### src/rtl/stk_slv_ctl.sv
// -----------------------------------------------------------------------------
// stk_slv_ctl
//
// Bridges a slave command port with no backpressure onto a single-outstanding
// stack command interface. Slave writes become stack PUSHes and slave reads
// become stack POPs. Commands are buffered in an N-entry FIFO and are issued
// strictly in arrival order. A slave command that arrives while the FIFO is
// full is dropped and sets a sticky overflow flag.
//
// Handshakes:
//   slave side : i_slv_cmd_vld is a one-cycle strobe with no backpressure;
//                o_slv_rsp_vld pulses for one cycle with the read data.
//   stack side : o_stk_cmd_vld/opcode/dat are held stable until the cycle in
//                which i_stk_cmd_ack=1 (transfer on that rising edge). A POP's
//                data arrives with i_stk_rsp_vld, either in the ack cycle or
//                any later cycle.
//
// Parameters:
//   W  stack data width (1..64)
//   N  command FIFO depth (power of two, >= 2)
//
// Ports:
//   clk, arst_n        clock, asynchronous active-low reset
//   i_slv_cmd_*        slave command strobe, read-not-write, write data
//   o_slv_rsp_*        slave read response strobe and zero-extended data
//   o_stk_cmd_*        stack command request, opcode (0 NOP/1 PUSH/2 POP), data
//   i_stk_cmd_ack      stack accepts the current command
//   i_stk_rsp_*        stack pop data strobe and data
//   o_ovf              sticky: a slave command was dropped
//   o_busy             FIFO non-empty or FSM not IDLE
// -----------------------------------------------------------------------------
module stk_slv_ctl #(
    parameter int W = 32,
    parameter int N = 4
) (
    input  logic          clk,
    input  logic          arst_n,
    input  logic          i_slv_cmd_vld,
    input  logic          i_slv_cmd_rnw,
    input  logic [63:0]   i_slv_cmd_dat,
    output logic          o_slv_rsp_vld,
    output logic [63:0]   o_slv_rsp_dat,
    output logic          o_stk_cmd_vld,
    output logic [1:0]    o_stk_cmd_opcode,
    output logic [W-1:0]  o_stk_cmd_dat,
    input  logic          i_stk_cmd_ack,
    input  logic          i_stk_rsp_vld,
    input  logic [W-1:0]  i_stk_rsp_dat,
    output logic          o_ovf,
    output logic          o_busy
);

    localparam int AW = $clog2(N);

    localparam logic [1:0] OP_NOP  = 2'd0;
    localparam logic [1:0] OP_PUSH = 2'd1;
    localparam logic [1:0] OP_POP  = 2'd2;

    typedef enum logic [1:0] {
        IDLE  = 2'd0,
        ISSUE = 2'd1,
        WAIT  = 2'd2
    } state_e;

    // FIFO storage: each entry is {rnw, data}
    logic [W:0]    mem [N];
    logic [AW-1:0] wr_ptr;
    logic [AW-1:0] rd_ptr;
    logic [AW:0]   count;
    logic [W:0]    head;
    logic          fifo_full;
    logic          enq;
    logic          deq;

    state_e        state;
    logic          hold_rnw;
    logic [63:0]   rsp_ext;

    // Upper write-data bits beyond W are intentionally ignored.
    logic          unused_slv_dat;
    assign unused_slv_dat = ^i_slv_cmd_dat;

    always_comb begin
        fifo_full = (count == (AW+1)'(N));
        enq       = i_slv_cmd_vld && !fifo_full;
        // Dequeue only from IDLE, so at most one command is ever outstanding.
        deq       = (state == IDLE) && (count != '0);
        head      = mem[rd_ptr];
    end

    always_comb begin
        rsp_ext          = '0;
        rsp_ext[W-1:0]   = i_stk_rsp_dat;
    end

    assign o_busy = (count != '0) || (state != IDLE);

    // FIFO data array; contents need no reset because count gates every read.
    always_ff @(posedge clk) begin
        if (enq) begin
            mem[wr_ptr] <= {i_slv_cmd_rnw, i_slv_cmd_dat[W-1:0]};
        end
    end

    // FIFO pointers, occupancy and overflow flag
    always_ff @(posedge clk or negedge arst_n) begin
        if (!arst_n) begin
            wr_ptr <= '0;
            rd_ptr <= '0;
            count  <= '0;
            o_ovf  <= 1'b0;
        end else begin
            if (enq) begin
                wr_ptr <= wr_ptr + AW'(1);
            end
            if (deq) begin
                rd_ptr <= rd_ptr + AW'(1);
            end
            case ({enq, deq})
                2'b10:   count <= count + (AW+1)'(1);
                2'b01:   count <= count - (AW+1)'(1);
                default: count <= count;
            endcase
            // Fullness is judged on the start-of-cycle count, so a drop still
            // happens even if the FSM dequeues in the same cycle.
            if (i_slv_cmd_vld && fifo_full) begin
                o_ovf <= 1'b1;
            end
        end
    end

    // Command FSM with registered stack and response outputs
    always_ff @(posedge clk or negedge arst_n) begin
        if (!arst_n) begin
            state            <= IDLE;
            hold_rnw         <= 1'b0;
            o_stk_cmd_vld    <= 1'b0;
            o_stk_cmd_opcode <= OP_NOP;
            o_stk_cmd_dat    <= '0;
            o_slv_rsp_vld    <= 1'b0;
            o_slv_rsp_dat    <= '0;
        end else begin
            o_slv_rsp_vld <= 1'b0;
            o_slv_rsp_dat <= '0;
            case (state)
                IDLE: begin
                    if (deq) begin
                        hold_rnw         <= head[W];
                        o_stk_cmd_vld    <= 1'b1;
                        o_stk_cmd_opcode <= head[W] ? OP_POP : OP_PUSH;
                        o_stk_cmd_dat    <= head[W] ? '0 : head[W-1:0];
                        state            <= ISSUE;
                    end
                end
                ISSUE: begin
                    if (i_stk_cmd_ack) begin
                        o_stk_cmd_vld    <= 1'b0;
                        o_stk_cmd_opcode <= OP_NOP;
                        o_stk_cmd_dat    <= '0;
                        if (!hold_rnw) begin
                            state <= IDLE;
                        end else if (i_stk_rsp_vld) begin
                            // Stack answered in the ack cycle: skip WAIT.
                            o_slv_rsp_vld <= 1'b1;
                            o_slv_rsp_dat <= rsp_ext;
                            state         <= IDLE;
                        end else begin
                            state <= WAIT;
                        end
                    end
                end
                WAIT: begin
                    if (i_stk_rsp_vld) begin
                        o_slv_rsp_vld <= 1'b1;
                        o_slv_rsp_dat <= rsp_ext;
                        state         <= IDLE;
                    end
                end
                default: begin
                    state <= IDLE;
                end
            endcase
        end
    end

endmodule
### config.mk
export PLATFORM = sky130hd
export DESIGN_NAME = stk_slv_ctl
export DESIGN_NICKNAME = d
export VERILOG_FILES = /design/src/rtl/stk_slv_ctl.sv
export SDC_FILE = /design/constraint.sdc
export NUM_CORES = 1
export LEC_CHECK = 0
export CAP_MARGIN = 20
export CORE_AREA = 2 2 114 171
export CTS_CLUSTER_DIAMETER = 200
export CTS_CLUSTER_SIZE = 40
export DETAILED_ROUTE_END_ITERATION = 10
export DIE_AREA = 0 0 116 173
export PLACE_DENSITY = 0.85
export SLEW_MARGIN = 20
export SYNTH_ARGS = -nofsm -noshare
export SYNTH_HDL_FRONTEND = slang
export SYNTH_SLANG_ARGS = --single-unit
### constraint.sdc
create_clock -name clk -period 2.1 [get_ports clk]
set_input_delay 0.21 -clock clk [delete_from_list [all_inputs] [get_ports clk]]
set_output_delay 0.21 -clock clk [all_outputs]
set_load 0.1 [all_outputs]
==> flow_summary_export.csv <==
group,metric,value,unit
timing,final_min_period_over_clock_period,0.939,
synthesis,synthCells,419,
timing,slew_headroom,0.464,
synthesis,avgSynthCellArea,19.1,sq um
floorplanning,initial_core_util,0.433,
placement,port_buffers,139,
critical_path,cp_slowest_cell,"dfrtp_1",
final_layout,final_util,0.535,
synthesis,yosysUniqueCellTypes,36,
final_layout,drive_gt1_frac,0.256,
clock_network,path_clk_slew,130,ps
final_layout,syn_to_final_growth,23.6,%
power,p_total,13.4,mW
final_layout,regArea,5940,sq um
power,p_sw,5.20,mW
timing,tns,0,ps
clock_network,cts_tree,"built",
timing,tightest_slew,803,ps
synthesis,yosysWarnings,0,
synthesis,synth-simple-area-share,0.0407,
final_layout,nFillCells,1475,
power,power.share.switching,0.390,
synthesis,ys_seq_elements,211,
global_route,grt_max_degree,63,
placement,dp_hpwl,10700,microns
final_layout,nets,690,
routing,drtPass1Iterations,6,
synthesis,synth-compound-area-share,0.0450,
routing,ant_nets,0,
critical_path,critical-path-max-stage-delay,420,ps
floorplanning,num_io_pins,204,
floorplanning,fp.dieArea,20100,sq um
clock_network,h-tree-depth,1,
clock_network,clk_latency,470,ps
clock_network,cts_max_path_buffers,3,
clock_network,cts-root-buf,"clkbuf_16",
timing,drv_slew,0,
floorplanning,die_w,116,microns
run,maxCapViolCount,0,
critical_path,endpoint_kind,"output port",
timing,finalCriticalPeriod,1970,ps
final_layout,layout_commonest_cell,"edfxtp_1",
routing,vias,4110,
critical_path,cp.required,1890,ps
critical_path,crit_arrival,1760,ps
clock_network,cts_sinks,211,
synthesis,synth_mux_area_frac,0.101,
final_layout,layoutNonFillerInstCount,834,
critical_path,startpoint_type,"register",
final_layout,multiInputGateArea,1800,sq um
global_route,track_usage,0.154,
floorplanning,rows,61,
synthesis,synth_top_family_by_area,"multiplexers",
timing,fin_hold_ws,280,ps
min_path,hold_class,"input port to register",
timing,finClkSkew,43.4,ps
critical_path,cp_max_fo,4,
routing,drt-initial-drc-count,199,
global_route,first_global_vias,4371,
floorplanning,coreArea,18500,sq um
run_status,status,"completed",
power,p_comb_frac,0.425,
routing,viasPerCell,4.93,
timing,finalHoldViolCount,0,
power,powerDensity,1350,nW/um^2
synthesis,synth_top_area_cell,"edfxtp_1",
synthesis,ys_top_cells_by_area,"edfxtp_1, dfrtp_1, mux4_2",
timing,max_freq,0.507,GHz
power,p_clk_frac,0.150,
routing,drt-wirelength-per-cell,18.6,microns
power,p_int,8.16,mW
global_route,grt.overflow.total,0,
routing,routed_wl,15500,microns
global_route,antenna_found_initial,1,
power,irDropWorstVdd,0.00100,V
synthesis,synthAdderAreaFrac,0.0150,
critical_path,timing.critical_path.cells,"inv_1 > ha_2 > nor4b_4 > inv_2 > buf_12",
floorplanning,die_h,173,microns
synthesis,synthXorXnorAreaFrac,0.00657,
synthesis,synth_top_area_share,0.495,
clock_network,numCtsBuffers,9,
timing,setup_violations,0,
power,seq_power_share,0.424,
routing,drc_errors,0,
synthesis,ys_seq_area_frac,0.743,
global_route,grt_first_pass_wirelength,23800,microns
critical_path,path_class,"register to output port",
synthesis,synth_area,8000,sq um
placement,gp_congestion,0.648,
power,power_leakage,4.00,nW
placement,placed_cells,817,
final_layout,layout_common_cells,"edfxtp_1, buf_4, dfrtp_1, clkdlybuf4s50_1, a22o_1",
registers in the layout, summed over array words and instances (netlist names):
register and cells:
mem 132, o_slv_rsp_dat 32, o_stk_cmd_dat 32, count 3
o_stk_cmd_opcode 2, rd_ptr 2, state 2, wr_ptr 2
hold_rnw 1, o_ovf 1, o_slv_rsp_vld 1, o_stk_cmd_vld 1
cell families (layout without fill, tap and decap cells):
group,count (synthesis),in the layout
compound gates,42,42
simple gates,54,54
flops,211,211
fa+ha+maj,9,9
other cells,1,33
buf+inv,60,191
mux,36,36
xor+xnor,6,6
through the flow:
step | cell area, sq um | worst slack [ps]
floorplan | 8120 | 1.25
global placement | 9580 | 134
detailed placement | 9580 | 99.0
CTS | 9870 | 16.6
global route | 9890 | -17.2
finish | 9890 | 127
synthesized netlist by cell type:
library cell,number
edfxtp_1,132
dfrtp_1,79
and2_1,36
a22o_1,33
buf_4,32
mux4_2,25
inv_1,9
ha_1,8
mux4_1,8
clkbuf_1,7
nand2_1,7
buf_2,6
nor2_1,5
buf_6,4
xnor2_1,4
a21o_1,2
nor2b_1,2
xor2_1,2
a21boi_1,1
a31o_2,1
a31oi_1,1
conb_1,1
dlymetal6s2s_1,1
fa_1,1
inv_2,1
mux2_1,1
mux2_2,1
mux2i_1,1
nor3_1,1
nor3_4,1
nor4b_2,1
o21ai_0,1
o21ai_1,1
o31ai_2,1
o41a_1,1
or3_1,1
path summary, 6_finish.rpt:
path | startpoint | to | slack, ps | cells after the start
hold reg to reg | o_ovf$_DFFE_PN0P_ | o_ovf$_DFFE_PN0P_ | 490 | 1
max in group asynchronous | arst_n | o_stk_cmd_dat[28]$_DFFE_PN0P_ | 1070 | 3
min in group asynchronous | arst_n | o_slv_rsp_dat[30]$_DFF_PN0_ | 350 | 2
setup reg to reg | state[1]$_DFFE_PN0P_ | count[2]$_DFFE_PN0P_ | 150 | 10
setup / recovery | state[1]$_DFFE_PN0P_ | o_busy | 130 | 5
hold / removal | i_stk_rsp_dat[12] | o_slv_rsp_dat[12]$_DFF_PN0_ | 280 | 2
power by group through the flow:
| stage | clock network [mW] | logic, mW | registers (mW) |
|---|---|---|---|
| 2_1_floorplan | 0 | 2.73 | 7.16 |
| 3_3_place_gp | 0 | 5.57 | 5.69 |
| 3_5_place_dp | 0 | 5.73 | 5.76 |
| 4_1_cts | 2.09 | 5.76 | 5.68 |
| 5_1_grt | 2.23 | 6.06 | 5.75 |
| 6_report | 2.01 | 5.68 | 5.67 |
final cells by class:
class	instances	share of cell area
Antenna cell	1	0.000253
Clock buffer	12	0.0239
Clock inverter	1	0.00304
Inverter	10	0.00380
Multi-Input combinational cell	179	0.182
Sequential cell	211	0.601
Tap cell	252	0.0319
Timing Repair Buffer	168	0.154
routing by layer:
layer	routed length, microns	track usage	vias to the layer above
met5	0	0	-
met1	5730	0.179	2108
met3	1030	0.0252	16
met2	8510	0.292	161
li1	-	-	1825
met4	257	0.0352	0
critical path, delay by kind of cell, from the launching register on:
family / cells / cell delay [ps]
adder cells (fa/ha/maj): 1 / 220
buffers and inverters: 3 / 350
flip-flops: 1 / 420
AND/OR/NAND/NOR: 1 / 290
repair_timing:
item	CTS	global route
endpoints found under the hold margin	60	0
resized for setup	1	2
hold buffers	1	0
setup endpoints to repair	1	2
setup buffers	0	2
No activity file was read; power rests on OpenSTA's default activity.
